File: src/rtl/tm_readout_pkg.sv
// tm_readout_pkg: shared constants and FSM state type for the transaction-memory read-out engine.
package tm_readout_pkg;
   localparam int ADDR_W = 4;
   localparam int DATA_W = 8;
   localparam int DEPTH  = 2 ** ADDR_W;
   localparam int CNT_W  = ADDR_W + 1;

   typedef enum logic [1:0] {
      IDLE  = 2'd0,
      READ  = 2'd1,
      DRAIN = 2'd2
   } state_t;
endpackage

File: src/rtl/tm_readout_if.sv
// tm_readout_if: memory port-B read bus plus the valid/ready byte stream.
// master = read-out engine, slave = memory/downstream side.
interface tm_readout_if;
   import tm_readout_pkg::*;

   logic [ADDR_W-1:0] mem_addrb;
   logic              mem_renb;
   logic [DATA_W-1:0] mem_doutb;
   logic [DATA_W-1:0] out_data;
   logic              out_valid;
   logic              out_ready;
   logic              out_last;

   modport master (
      output mem_addrb, mem_renb, out_data, out_valid, out_last,
      input  mem_doutb, out_ready
   );

   modport slave (
      input  mem_addrb, mem_renb, out_data, out_valid, out_last,
      output mem_doutb, out_ready
   );
endinterface

File: src/rtl/tm_readout_skid.sv
// tm_readout_skid: 2-entry valid/ready output buffer with a last tag per entry.
// The producer guarantees it never pushes into a full buffer without a same-cycle pop.
module tm_readout_skid
   import tm_readout_pkg::*;
(
   input  logic              i_clock,
   input  logic              i_reset,
   input  logic              i_push,
   input  logic [DATA_W-1:0] i_push_data,
   input  logic              i_push_last,
   input  logic              i_ready,
   output logic              o_valid,
   output logic [DATA_W-1:0] o_data,
   output logic              o_last,
   output logic              o_pop,
   output logic [1:0]        o_occ
);
   logic [DATA_W-1:0] r_data [2];
   logic [1:0]        r_last;
   logic              r_rd_ptr;
   logic              r_wr_ptr;
   logic [1:0]        r_occ;
   logic              w_pop;

   // head of the buffer drives the stream; it only moves on a handshake
   always_comb begin
      o_valid = (r_occ != 2'd0);
      w_pop   = o_valid && i_ready;
      o_data  = r_data[r_rd_ptr];
      o_last  = o_valid && r_last[r_rd_ptr];
      o_pop   = w_pop;
      o_occ   = r_occ;
   end

   // storage, pointers and occupancy
   always_ff @(posedge i_clock) begin
      if (i_reset) begin
         r_data[0] <= '0;
         r_data[1] <= '0;
         r_last    <= '0;
         r_rd_ptr  <= 1'b0;
         r_wr_ptr  <= 1'b0;
         r_occ     <= 2'd0;
      end else begin
         if (i_push) begin
            r_data[r_wr_ptr] <= i_push_data;
            r_last[r_wr_ptr] <= i_push_last;
            r_wr_ptr         <= ~r_wr_ptr;
         end
         if (w_pop) begin
            r_rd_ptr <= ~r_rd_ptr;
         end
         r_occ <= r_occ + {1'b0, i_push} - {1'b0, w_pop};
      end
   end
endmodule

File: src/rtl/tm_readout.sv
// tm_readout: streams a wrapping address range of the transaction memory (port B,
// 1-cycle read latency) out on a valid/ready byte stream with a last flag.
// Optional build macro TM_READOUT_CHECKSUM_EN appends an XOR checksum byte.
//
// state | meaning
// IDLE  | waiting for start; done may pulse here for a zero-length request
// READ  | issuing reads (and the checksum slot) as buffer credit allows
// DRAIN | everything issued; buffer emptying; leaves when done pulses
module tm_readout
   import tm_readout_pkg::*;
(
   input  logic              i_clock,
   input  logic              i_reset,
   input  logic              i_start,
   input  logic [ADDR_W-1:0] i_base_addr,
   input  logic [CNT_W-1:0]  i_count,
   output logic              o_busy,
   output logic              o_done,
   tm_readout_if.master      bus
);
   state_t            r_state;
   state_t            w_state_nxt;
   logic [ADDR_W-1:0] r_addr;
   logic [CNT_W-1:0]  r_left;       // items still to issue (bytes, plus checksum slot)
   logic              r_pend;       // an item lands in the buffer at the end of this cycle
   logic              r_pend_last;
   logic              r_done;
   logic              w_accept;
   logic              w_issue;
   logic              w_issue_last;
   logic              w_rd;
   logic              w_pop;
   logic [1:0]        w_occ;
   logic [1:0]        w_committed;
   logic [DATA_W-1:0] w_push_data;
`ifdef TM_READOUT_CHECKSUM_EN
   logic [DATA_W-1:0] r_csum;
   logic              r_pend_csum;
`endif

   // state register
   always_ff @(posedge i_clock) begin
      if (i_reset) r_state <= IDLE;
      else         r_state <= w_state_nxt;
   end

   // next-state logic
   always_comb begin
      w_state_nxt = r_state;
      case (r_state)
         IDLE:    if (i_start && (i_count != '0)) w_state_nxt = READ;
         READ:    if (w_issue_last)               w_state_nxt = DRAIN;
         DRAIN:   if (r_done)                     w_state_nxt = IDLE;
         default:                                 w_state_nxt = IDLE;
      endcase
   end

   // outputs and read-issue gating; credit counts the byte leaving this cycle as freed
   always_comb begin
      o_busy       = (r_state != IDLE);
      o_done       = r_done;
      w_accept     = (r_state == IDLE) && i_start;
      w_committed  = w_occ + {1'b0, r_pend} - {1'b0, w_pop};
      w_issue      = (r_state == READ) && (w_committed < 2'd2) && (r_left != '0);
      w_issue_last = w_issue && (r_left == CNT_W'(1));
`ifdef TM_READOUT_CHECKSUM_EN
      w_rd         = w_issue && !w_issue_last;
      w_push_data  = r_pend_csum ? r_csum : bus.mem_doutb;
`else
      w_rd         = w_issue;
      w_push_data  = bus.mem_doutb;
`endif
      bus.mem_renb  = w_rd;
      bus.mem_addrb = w_rd ? r_addr : '0;
   end

   // address/issue counters, in-flight tracking and the registered done pulse
   always_ff @(posedge i_clock) begin
      if (i_reset) begin
         r_addr      <= '0;
         r_left      <= '0;
         r_pend      <= 1'b0;
         r_pend_last <= 1'b0;
         r_done      <= 1'b0;
      end else begin
         r_pend      <= w_issue;
         r_pend_last <= w_issue_last;
         r_done      <= (w_accept && (i_count == '0)) || (w_pop && bus.out_last);
         if (w_accept) begin
            r_addr <= i_base_addr;
`ifdef TM_READOUT_CHECKSUM_EN
            r_left <= i_count + CNT_W'(1);
`else
            r_left <= i_count;
`endif
         end else if (w_issue) begin
            r_left <= r_left - CNT_W'(1);
            if (w_rd) r_addr <= r_addr + ADDR_W'(1);
         end
      end
   end

`ifdef TM_READOUT_CHECKSUM_EN
   // running XOR of data bytes as they enter the buffer; last issue slot is the checksum
   always_ff @(posedge i_clock) begin
      if (i_reset) begin
         r_csum      <= '0;
         r_pend_csum <= 1'b0;
      end else begin
         r_pend_csum <= w_issue_last;
         if (w_accept)                    r_csum <= '0;
         else if (r_pend && !r_pend_csum) r_csum <= r_csum ^ bus.mem_doutb;
      end
   end
`endif

   tm_readout_skid u_skid (
      .i_clock     (i_clock),
      .i_reset     (i_reset),
      .i_push      (r_pend),
      .i_push_data (w_push_data),
      .i_push_last (r_pend_last),
      .i_ready     (bus.out_ready),
      .o_valid     (bus.out_valid),
      .o_data      (bus.out_data),
      .o_last      (bus.out_last),
      .o_pop       (w_pop),
      .o_occ       (w_occ)
   );
endmodule

File: src/flat_wrapper.sv
// flat-port wrapper written by rule: the top's interface ports become plain ports
module tm_readout_flat import tm_readout_pkg::*;
  (i_clock, i_reset, i_start, i_base_addr, i_count, o_busy, o_done, bus_mem_addrb, bus_mem_renb, bus_out_data, bus_out_valid, bus_out_last, bus_mem_doutb, bus_out_ready);
  tm_readout_if bus_i ();
  input  logic i_clock;
  input  logic i_reset;
  input  logic i_start;
  input  logic [ADDR_W-1:0] i_base_addr;
  input  logic [CNT_W-1:0] i_count;
  output logic o_busy;
  output logic o_done;
  output wire logic [$bits(bus_i.mem_addrb)-1:0] bus_mem_addrb;
  output wire logic [$bits(bus_i.mem_renb)-1:0] bus_mem_renb;
  output wire logic [$bits(bus_i.out_data)-1:0] bus_out_data;
  output wire logic [$bits(bus_i.out_valid)-1:0] bus_out_valid;
  output wire logic [$bits(bus_i.out_last)-1:0] bus_out_last;
  input wire logic [$bits(bus_i.mem_doutb)-1:0] bus_mem_doutb;
  input wire logic [$bits(bus_i.out_ready)-1:0] bus_out_ready;
  assign bus_mem_addrb = bus_i.mem_addrb;
  assign bus_mem_renb = bus_i.mem_renb;
  assign bus_out_data = bus_i.out_data;
  assign bus_out_valid = bus_i.out_valid;
  assign bus_out_last = bus_i.out_last;
  assign bus_i.mem_doutb = bus_mem_doutb;
  assign bus_i.out_ready = bus_out_ready;
  tm_readout u_core (.i_clock(i_clock), .i_reset(i_reset), .i_start(i_start), .i_base_addr(i_base_addr), .i_count(i_count), .o_busy(o_busy), .o_done(o_done), .bus(bus_i));
endmodule
File: config.mk
export PLATFORM = sky130hd
export DESIGN_NAME = tm_readout_flat
export DESIGN_NICKNAME = d
export VERILOG_FILES = /design/src/rtl/tm_readout_pkg.sv /design/src/rtl/tm_readout_if.sv /design/src/rtl/tm_readout_skid.sv /design/src/rtl/tm_readout.sv /design/src/flat_wrapper.sv
export SDC_FILE = /design/constraint.sdc
export NUM_CORES = 1
export LEC_CHECK = 0
export CORE_MARGIN = 2
export CORE_UTILIZATION = 26
export DETAILED_ROUTE_END_ITERATION = 8
export PLACE_DENSITY = 0.52
export SETUP_SLACK_MARGIN = 0.05
export SYNTH_ARGS = -nofsm -noshare
export SYNTH_HDL_FRONTEND = slang
export SYNTH_SLANG_ARGS = --single-unit
File: constraint.sdc
create_clock -name i_clock -period 2.1 [get_ports i_clock]
set_input_delay 0.42 -clock i_clock [delete_from_list [all_inputs] [get_ports i_clock]]
set_output_delay 0.42 -clock i_clock [all_outputs]
set_load 0.005 [all_outputs]
# Word-level counts from Yosys, hierarchy flattened
# Memories as Yosys holds them, arrays and structs flattened. A register that Yosys moved wholly into a read port is not among the register bits.
# Index checks and enable logic that the tools add are counted.
# totals
reg_bits	20
word_cells	71
inputBits	21
out_inout_bits	17
mem_bits_rw	16
n_memories	1
# op_classes
mux	24
add_sub_neg	4
n_eq_ne	6
order_cmp	4
bitwise_logic	2
n_reduce_logical	20
# memory_table
name	depth	width	rd	rd_clocked_by_memory_dff	write_ports	line	text
u_core.u_skid.r_data	2	8	1	1	2	tm_readout_skid.sv:18	logic [DATA_W-1:0] r_data [2];
# ops
op	n
$mux W1	12
$mux W4	3
$logic_and A1 B1 Y1	10
$mux W5	2
$reduce_bool A5 Y1	2
$mux W8	1
$reduce_or A8 Y1	1
$mux W2	3
$ne A2 B1 Y1 const B	3
$pmux W2 S3	1
$reduce_bool A2 Y1	3
$eq A5 B1 Y1 const B	1
$logic_not A5 Y1	1
$sub A5 B1 Y5 const B	1
$add A4 B1 Y4 const B	1
$lt A1 B2 Y1 const B	2
$reduce_and A3 Y1	1
$add A2 B1 Y2	1
$bwmux W2	1
$eq A2 B1 Y1 const B	1
$eq A2 B2 Y1 const B	1
$logic_not A2 Y1	1
$lt A2 B2 Y1 const B	1
$not A1 Y1	2
4 further kinds	4

# Longest topological paths before layout
# Gate-level depths: netlist (run 1).
# logic_depth
depth_word	9
mapped_depth	12
depth_no_buf	11

# Cells and area by module
# Synthesis (run 1) repeated with hierarchy kept, for this count alone.
# unflattened
cells_unflattened	189
area_unflattened_um2	1883.1
# modules_own_cells
mod	area_each_um2	instances	seq_area_each_um2	cells_per_inst
tm_readout_skid	1027.2	1	620.6	86
tm_readout	855.8	1	280.3	103

# Worst setup path before layout (run 1)
# Ideal clock, no wire load.
# synth_timing
kind	reg-to-output
start	register u_core.u_skid.r_occ[1] (netlist: u_core.u_skid.o_occ[1])
end	output port bus_mem_addrb[0]
required_ns	1.680
n_path_buf	1
arrival_ns	1.926
setup_slack_ns	-0.246
stages_incl_launch_ff	12
cell_sequence	dfxtp_1 nor2_1 inv_1 and2_1 ha_1 inv_1 ha_1 xnor3_2 nand3_4 inv_4 buf_6 and2_1
# synth_via
elab_chain_len	7
elab_cells_between_ends	8
cone_classes	add/sub (2); order compare (1); mux (1); reduce/logical (4)
# synth_rtl
item	line	text
start: declaration	tm_readout_skid.sv:22	logic [1:0] r_occ;
start signal: assignment	tm_readout_skid.sv:53	r_occ <= r_occ + {1'b0, i_push} - {1'b0, w_pop};
$reduce_bool A2 Y1	tm_readout_skid.sv:27	o_valid = (r_occ != 2'd0);
net bus_out_valid	flat_wrapper.sv:15	output wire logic [$bits(bus_i.out_valid)-1:0] bus_out_valid;
$logic_and A1 B1 Y1	tm_readout_skid.sv:28	w_pop = o_valid && i_ready;
net u_core.u_skid.o_pop	tm_readout_skid.sv:15	output logic o_pop,
$sub A2 B1 Y2	tm_readout.sv:63	w_committed = w_occ + {1'b0, r_pend} - {1'b0, w_pop};
$lt A2 B2 Y1	tm_readout.sv:64	w_issue = (r_state == READ) && (w_committed < 2'd2) && (r_left != '0);
$logic_and A1 B1 Y1 (2 in series)	tm_readout.sv:64	
net bus_mem_renb	flat_wrapper.sv:13	output wire logic [$bits(bus_i.mem_renb)-1:0] bus_mem_renb;
$mux W4	tm_readout.sv:74	bus.mem_addrb = w_rd ? r_addr : '0;
end: declaration	flat_wrapper.sv:12	output wire logic [$bits(bus_i.mem_addrb)-1:0] bus_mem_addrb;
# The timed path passes the listed nets, and every way through them passes these cells.

# Final worst setup path (run 1)
# layout_timing
start	register u_core.u_skid.r_occ[1] (netlist: u_core.u_skid.o_occ[1])
end	output port bus_mem_addrb[0]
# layout_via
elab_chain_len	7
elab_cells_between_ends	8
cone_classes	add/sub (2); order compare (1); mux (1); reduce/logical (4)
# layout_rtl
item	line
$reduce_bool A2 Y1	tm_readout_skid.sv:27
$logic_and A1 B1 Y1	tm_readout_skid.sv:28
net u_core.u_skid.o_pop	tm_readout_skid.sv:15
$sub A2 B1 Y2	tm_readout.sv:63
$lt A2 B2 Y1	tm_readout.sv:64
$logic_and A1 B1 Y1 (2 in series)	tm_readout.sv:64
$mux W4	tm_readout.sv:74
# The timed path passes the listed nets, and every way through them passes these cells.

==> flow_metrics.env, run 1 <==
export IMPL_run_status="finished with violations"
export IMPL_violations="negative setup slack"
export IMPL_globalRouteTotalUtil_pct=11.6
export IMPL_global_route_peak_usage_layer="met2"
export IMPL_hold_removal_path_class="reg2reg"
export IMPL_cts_made_buffers=5
export IMPL_tritoncts="done"
export IMPL_timing_final_crit_share_pct=123
export IMPL_layout_nets=268
export IMPL_post_cts_hold_buffer_count=0
export IMPL_cts_root_buf="sky130_fd_sc_hd__clkbuf_8"
export IMPL_critical_path_arrival_ps=2160
export IMPL_flow_area_growth_from_synthesis_pct=55.3
export IMPL_ys_warn_count=0
export IMPL_grt_setup_unrepaired="true"
export IMPL_final_setup_viol_count=14
export IMPL_drt_drc_violations_left=0
export IMPL_leakagePower_nw=1.07
export IMPL_design_power_total_w=0.00277
export IMPL_first_global_vias=1492
export IMPL_maximum_number_of_pins_on_one_net_before_global_route_repair=18
export IMPL_vias_per_cell=4.50
export IMPL_grt_overflow_total=0
export IMPL_met2_usage_pct=22.0
export IMPL_critPathLaunchType="flop"
export IMPL_wire_per_inst_microns=12.8
export IMPL_source_to_sink_clock_delay_at_the_later_pin_of_the_worst_skew_pair_ps=290
export IMPL_final_seq_area_sq_um=905
export IMPL_synth_ff_latch_count=37
export IMPL_synth_cell_area_sq_um=1780
export IMPL_critical_path_slowest_cell="sky130_fd_sc_hd__dfxtp_2"
export IMPL_critical_path_required_ps=1680
export IMPL_worst_pin_slew_ps=910
export IMPL_ant_nets=0
export IMPL_mappedNetlistNets=195
export IMPL_postSynthAreaPerCell_sq_um=10.6
export IMPL_setup_worst_path_end_class="output pin"
export IMPL_met1_global_route_usage_pct=12.0
export IMPL_worstSetupPathType="reg2out"
export IMPL_path_cells="nor2_2, inv_1, and2_4, ha_4, inv_2, ha_4, xnor3_2, nand3_4, inv_6, buf_6, and2_4, buf_6"
export IMPL_post_route_worst_setup_slack_ps=-482
export IMPL_vdd_ir_drop_worst_mv=0.417
export IMPL_synth_cell_type_count=40
export IMPL_drive_gt1_share_pct=36.8
export IMPL_route_final_wire_length_mm=4.11
export IMPL_rows=30
export IMPL_n_antenna_cell=0
export IMPL_grt_met3_usage_pct=3.43
export IMPL_die_width_microns=86.8
export IMPL_multiInputGateArea_sq_um=948
export IMPL_relSlewSlack_pct=38.8
export IMPL_timing_final_max_slew_violations=0
export IMPL_initial_antenna_violation_count=0
export IMPL_finalHoldViolCount=0
export IMPL_initial_utilization_pct=26.5
export IMPL_routabilityCongestion=0.705
export IMPL_cts_clk_slew_worst_paths_ps=80
export IMPL_cts_buffer_depth=2
export IMPL_rrSetupSlack_ps=-240
export IMPL_die_boundary_height_microns=86.8
export IMPL_worst_path_largest_cell_delay_ps=330
export IMPL_drtPass1Iterations=3
export IMPL_layout_core_utilization_pct=41.2
export IMPL_n_fill_cell=668
export IMPL_synth_seq_area_share_pct=50.6
export IMPL_synthDominantCellAreaShare_pct=27.0
export IMPL_dp_hpwl_mm=2.84
export IMPL_clkSinkCount=37
export IMPL_clock_skew_final_ps=7.03
export IMPL_post_route_min_period_ps=2580
export IMPL_core_area_sq_um=6720
export IMPL_ys_top_cells_by_area="sky130_fd_sc_hd__edfxtp_1, sky130_fd_sc_hd__dfxtp_1, sky130_fd_sc_hd__and2_1"
export IMPL_kind_of_cell_adding_the_most_delay_to_the_critical_path="simple AND/OR/NAND/NOR gates"
export IMPL_cp_buffers_inverters=5
export IMPL_h_tree_levels=2
export IMPL_p_per_area_nw_per_um2=1000
export IMPL_synth_cells=168
export IMPL_post_synthesis_cell_type_with_the_largest_combined_area="sky130_fd_sc_hd__edfxtp_1"
export IMPL_dieArea_sq_um=7530
export IMPL_grt_pass1_wl_mm=6.75
export IMPL_num_vias=1449
export IMPL_drt_iter0_drc=35
export IMPL_highest_clock_rate_ghz=0.387
export IMPL_crit_path_max_fanout=4
export IMPL_numPortBuffers=37
export IMPL_num_io_pins=38
export IMPL_max_cap_viol_count=0
## Yosys cell counts
library cell                instances
sky130_fd_sc_hd__nand2_1            6
sky130_fd_sc_hd__a31oi_1            3
sky130_fd_sc_hd__nor2b_1            1
sky130_fd_sc_hd__clkbuf_1           4
sky130_fd_sc_hd__xnor3_2            1
sky130_fd_sc_hd__a21oi_2            1
sky130_fd_sc_hd__inv_1              8
sky130_fd_sc_hd__xor2_1             1
sky130_fd_sc_hd__dfxtp_1           21
sky130_fd_sc_hd__o21ai_0            5
sky130_fd_sc_hd__xnor2_1            6
sky130_fd_sc_hd__nor4_1             2
sky130_fd_sc_hd__or3_2              1
sky130_fd_sc_hd__a211o_2            1
sky130_fd_sc_hd__buf_6              1
sky130_fd_sc_hd__ha_1               6
sky130_fd_sc_hd__a21oi_1            3
sky130_fd_sc_hd__nor3_1             5
sky130_fd_sc_hd__o21bai_1           1
sky130_fd_sc_hd__a2111oi_0          1
sky130_fd_sc_hd__and3_1             1
sky130_fd_sc_hd__nor3b_1            2
sky130_fd_sc_hd__and3_4             1
sky130_fd_sc_hd__a21o_1             2
sky130_fd_sc_hd__and2_1            21
sky130_fd_sc_hd__or3b_2             1
sky130_fd_sc_hd__or4b_4             1
sky130_fd_sc_hd__and2b_1            1
sky130_fd_sc_hd__mux2i_1            1
sky130_fd_sc_hd__edfxtp_1          16
sky130_fd_sc_hd__nand3_4            1
sky130_fd_sc_hd__a211oi_1           5
sky130_fd_sc_hd__or4_1              2
sky130_fd_sc_hd__nand4_1            1
sky130_fd_sc_hd__mux2_2             8
sky130_fd_sc_hd__nor2_1            19
sky130_fd_sc_hd__nand2b_1           1
sky130_fd_sc_hd__inv_4              1
sky130_fd_sc_hd__nand3_1            4
sky130_fd_sc_hd__or2_2              1
## power breakdown
group / switching (W) / leakage (nW) / internal [W]
Combinational: 0.000457 / 0.677 / 0.000746
Sequential: 0.0000764 / 0.339 / 0.000854
Clock: 0.000255 / 0.0574 / 0.000386
## worst register-to-register path, stage by stage (launching register included)
cell	delay [ps]
sky130_fd_sc_hd__dfxtp_2	330
sky130_fd_sc_hd__nor2_2	120
sky130_fd_sc_hd__inv_1	60
sky130_fd_sc_hd__and2_4	140
sky130_fd_sc_hd__ha_4	250
sky130_fd_sc_hd__inv_2	40
sky130_fd_sc_hd__ha_4	150
sky130_fd_sc_hd__xnor3_2	260
sky130_fd_sc_hd__nand3_4	130
sky130_fd_sc_hd__inv_6	50
sky130_fd_sc_hd__buf_6	110
sky130_fd_sc_hd__buf_4	120
sky130_fd_sc_hd__buf_6	120
sky130_fd_sc_hd__a211o_4	310
sky130_fd_sc_hd__a21oi_2	110
## final timing paths
kind                                                        start                                   end  cells past startpoint
worst max register to register  u_core.u_skid.o_occ[1]$_SDFF_PP0_         u_core.r_left[1]$_SDFFE_PP0P_                     14
worst max-delay path            u_core.u_skid.o_occ[1]$_SDFF_PP0_                      bus_mem_addrb[0]                     12
worst min register to register      u_core.r_pend_last$_SDFF_PP0_  u_core.u_skid.r_last[1]$_SDFFE_PP0P_                      2
worst min-delay path                u_core.r_pend_last$_SDFF_PP0_  u_core.u_skid.r_last[1]$_SDFFE_PP0P_                      2
## placed cells by master (no fill, tap or decap), types with 5 or more instances in the layout
master                            netlist  final
sky130_fd_sc_hd__xnor2_1                6      5
sky130_fd_sc_hd__clkbuf_8               0      6
sky130_fd_sc_hd__mux2_2                 8      8
sky130_fd_sc_hd__edfxtp_1              16     16
sky130_fd_sc_hd__buf_4                  0     28
sky130_fd_sc_hd__and2_1                21     16
sky130_fd_sc_hd__dfxtp_1               21     18
sky130_fd_sc_hd__nor3_1                 5      5
sky130_fd_sc_hd__inv_1                  8      7
sky130_fd_sc_hd__clkdlybuf4s50_1        0     31
sky130_fd_sc_hd__nor2_1                19     17
sky130_fd_sc_hd__buf_6                  1     11
sky130_fd_sc_hd__and2_4                 0      5
sky130_fd_sc_hd__nand2_1                6      6
## sequential cells by signal, summed over array words and instances, names as in the netlist, named ones only
signal	count
u_core.u_skid.o_occ	2
u_core.r_addr	4
u_core.o_done	1
u_core.u_skid.r_data	16
u_core.r_state	2
u_core.r_pend	1
u_core.r_pend_last	1
u_core.u_skid.r_last	2
u_core.r_left	5
u_core.u_skid.r_rd_ptr	1
u_core.u_skid.r_wr_ptr	1
## routing by layer
metal / vias to the layer above / part of all wire [%]
li1: 727 / -
met3: 7 / 4.3
met1: 684 / 40
met5: - / 0
met4: 0 / 0.95
met2: 31 / 54
## cell families (layout without fill, tap and decap cells)
kind of cell	Yosys count	count (layout)	share of synthesized area [%]
XOR/XNOR	8	8	4.78
multiplexers	9	9	5.62
flip-flops	37	37	50.6
buffers and inverters	14	88	3.51
AND/OR/NAND/NOR	72	72	23.1
adder cells (fa/ha/maj)	6	6	4.22
AO/OA/AOI/OAI	22	22	8.22
## per-stage QoR
step | cells | hold slack (ps) | worst slack [ps] | setup TNS [ps] | cell area (sq um)
detailed placement | 306 | 452 | -874 | -9020 | 2460
finish | 322 | 464 | -482 | -3280 | 2770
global route | 322 | 493 | -568 | -4610 | 2770
floorplan | 168 | 425 | -107 | -425 | 1820
CTS | 317 | 469 | -512 | -2970 | 2650
global placement | 306 | 441 | -856 | -8660 | 2460
## repair_timing
item | CTS | global route
gates resized for setup | 37 | 17
buffers inserted | 4 | 6
endpoints found under the setup margin | 25 | 17
gates cloned | 0 | 0
pin swaps | 13 | 8
hold endpoints to repair | 0 | 0
## layout make-up
| class | count | area share (%) |
|---|---|---|
| Multi-Input combinational cell | 117 | 34.3 |
| Sequential cell | 37 | 32.7 |
| Timing Repair Buffer | 71 | 23.6 |
| Tap cell | 80 | 3.62 |
| Clock buffer | 6 | 2.99 |
| Inverter | 9 | 1.40 |
| Clock inverter | 2 | 1.36 |
(Power assumes the default switching activity.)
==> inputs of run 2 (changes only) <==
--- a/config.mk
+++ b/config.mk
@@ -5,11 +5,13 @@
 export SDC_FILE = /design/constraint.sdc
 export NUM_CORES = 1
 export LEC_CHECK = 0
+export CORE_ASPECT_RATIO = 2
 export CORE_MARGIN = 2
 export CORE_UTILIZATION = 26
 export DETAILED_ROUTE_END_ITERATION = 8
 export PLACE_DENSITY = 0.52
 export SETUP_SLACK_MARGIN = 0.05
+export SKIP_LAST_GASP = 1
 export SYNTH_ARGS = -nofsm -noshare
 export SYNTH_HDL_FRONTEND = slang
 export SYNTH_SLANG_ARGS = --single-unit
==> flow_metrics.env, run 2 (synthesis results as in run 1) <==
export IMPL_largest_register="u_core.u_skid.r_data"
export IMPL_post_cts_hold_buffer_count=0
export IMPL_grt_pass1_wl_mm=7.54
export IMPL_multiInputGateArea_sq_um=945
export IMPL_min_delay_start="u_core.r_pend_last$_SDFF_PP0_"
export IMPL_run_status="finished with violations"
export IMPL_critical_path_reg2reg_startpoint="u_core.u_skid.o_occ[0]$_SDFF_PP0_"
export IMPL_drtPass1Iterations=4
export IMPL_leakagePower_nw=1.08
export IMPL_first_global_vias=1635
export IMPL_n_fill_cell=691
export IMPL_timing_final_max_slew_violations=0
export IMPL_startpoint="u_core.u_skid.o_occ[0]$_SDFF_PP0_"
export IMPL_relSlewSlack_pct=35.6
export IMPL_layout_nets=267
export IMPL_final_setup_viol_count=13
export IMPL_tritoncts="done"
export IMPL_flow_area_growth_from_synthesis_pct=55.7
export IMPL_h_tree_levels=2
export IMPL_clock_skew_final_ps=5.24
export IMPL_dp_hpwl_mm=3.33
export IMPL_critPathLaunchType="flop"
export IMPL_finalHoldViolCount=0
export IMPL_dieArea_sq_um=7570
export IMPL_rows=42
export IMPL_layout_cell_area_non_filler_sq_um=2770
export IMPL_clkSinkCount=37
export IMPL_path_cells="nor2_4, inv_2, and2_4, ha_4, inv_2, ha_4, xnor3_2, nand3_4, inv_6, buf_6, and2_4, buf_6"
export IMPL_cts_clk_slew_worst_paths_ps=60
export IMPL_critical_path_slowest_cell="sky130_fd_sc_hd__dfxtp_2"
export IMPL_num_io_pins=38
export IMPL_initial_antenna_violation_count=0
export IMPL_cts_root_buf="sky130_fd_sc_hd__clkbuf_16"
export IMPL_vias_per_cell=4.52
export IMPL_worst_path_largest_cell_delay_ps=330
export IMPL_vdd_ir_drop_worst_mv=0.451
export IMPL_drive_gt1_share_pct=37.3
export IMPL_n_antenna_cell=0
export IMPL_die_boundary_height_microns=121
export IMPL_hold_removal_path_class="reg2reg"
export IMPL_initial_utilization_pct=26.9
export IMPL_worst_pin_slew_ps=958
export IMPL_ant_nets=0
export IMPL_drt_iter0_drc=36
export IMPL_grt_setup_unrepaired="true"
export IMPL_dpl_worst_slack_ps=-882
export IMPL_largest_register_ffs=16
export IMPL_final_seq_area_sq_um=905
export IMPL_post_route_worst_setup_slack_ps=-463
export IMPL_drt_drc_violations_left=0
export IMPL_cts_buffer_depth=2
export IMPL_num_vias=1486
export IMPL_source_to_sink_clock_delay_at_the_later_pin_of_the_worst_skew_pair_ps=280
export IMPL_core_area_sq_um=6620
export IMPL_placed_cells=314
export IMPL_layout_cells_non_filler=329
export IMPL_crit_path_max_fanout=5
export IMPL_maximum_number_of_pins_on_one_net_before_global_route_repair=20
export IMPL_critical_path_arrival_ps=2140
export IMPL_post_dp_cell_area_sq_um=2470
export IMPL_final_hold_worst_slack_ps=466
export IMPL_routabilityCongestion=0.726
export IMPL_die_width_microns=62.5
export IMPL_p_per_area_nw_per_um2=1020
export IMPL_max_cap_viol_count=0
export IMPL_wire_per_inst_microns=13.4
export IMPL_setup_worst_path_end_class="output pin"
export IMPL_timing_final_crit_share_pct=122
export IMPL_cts_made_buffers=5
export IMPL_layout_cells_most_common_list="sky130_fd_sc_hd__clkdlybuf4s50_1, sky130_fd_sc_hd__buf_4, sky130_fd_sc_hd__dfxtp_1, sky130_fd_sc_hd__nor2_1"
export IMPL_layout_commonest_cell="sky130_fd_sc_hd__clkdlybuf4s50_1"
export IMPL_post_route_min_period_ps=2560
export IMPL_route_final_wire_length_mm=4.42
export IMPL_globalRouteTotalUtil_pct=13.0
export IMPL_reg_top3="u_core.u_skid.r_data (16), u_core.r_left (5), u_core.r_addr (4)"
export IMPL_grt_overflow_total=0
export IMPL_critical_path_required_ps=1680
export IMPL_worstSetupPathType="reg2out"
export IMPL_violations="negative setup slack"
export IMPL_numPortBuffers=37
export IMPL_highest_clock_rate_ghz=0.390
==> run 2: stage by stage <==
step / setup TNS, ps / total power (W) / util [%]
3_5_place_dp: -8930 / 0.00196 / 37.3
4_1_cts: -3080 / 0.00283 / 40.9
5_1_grt: -4370 / 0.00301 / 41.9
3_3_place_gp: -8970 / 0.00196 / 37.3
6_report: -3080 / 0.00284 / 41.9
2_1_floorplan: -425 / 0.00147 / -
==> run 2: worst paths after layout <==
kind / cells past startpoint / endpoint / slack [ps]
max: 12 / bus_mem_addrb[0] / -460
max reg2reg: 12 / u_core.r_addr[3]$_SDFFE_PP0P_ / -240
min reg2reg: 2 / u_core.u_skid.r_last[1]$_SDFFE_PP0P_ / 470
min: 2 / u_core.u_skid.r_last[1]$_SDFFE_PP0P_ / 470
==> run 2: routing by layer <==
layer	vias up	share of wire, %	global-route usage (%)	wire, microns
met3	8	4.5	2.88	199
met2	35	61	26.8	2700
met5	-	0	0	0
li1	732	-	-	-
met1	711	31	10.7	1360
met4	0	3.7	7.50	162
==> run 2: final cells by class <==
| cell class | count | area share (%) |
|---|---|---|
| clock inverter | 2 | 0.361 |
| clock buffer | 6 | 4.65 |
| multi-input combinational | 117 | 34.1 |
| tap | 88 | 3.97 |
| inverter | 9 | 1.40 |
| sequential | 37 | 32.6 |
| timing repair buffer | 70 | 22.9 |
==> run 2: worst max-delay path, delay by kind of cell (launching register included) <==
kind | cells | cell delay, ps
adders and majority gates | 2 | 400
DFF | 1 | 330
buffers and inverters | 5 | 330
and+or+nand+nor | 4 | 540
xor gates and xnor gates | 1 | 250
==> run 2: repair_timing <==
item | 4_1_cts | 5_1_grt
endpoints found under the hold margin | 0 | 0
setup buffers | 6 | 2
endpoints found under the setup margin | 25 | 17
pin swaps | 16 | 9
gates resized for setup | 38 | 11
==> run 2: power by group <==
part	switching (W)	internal [W]
sequential	0.0000853	0.000856
clock	0.000284	0.000436
combinational	0.000450	0.000730
total	0.000819	0.00202
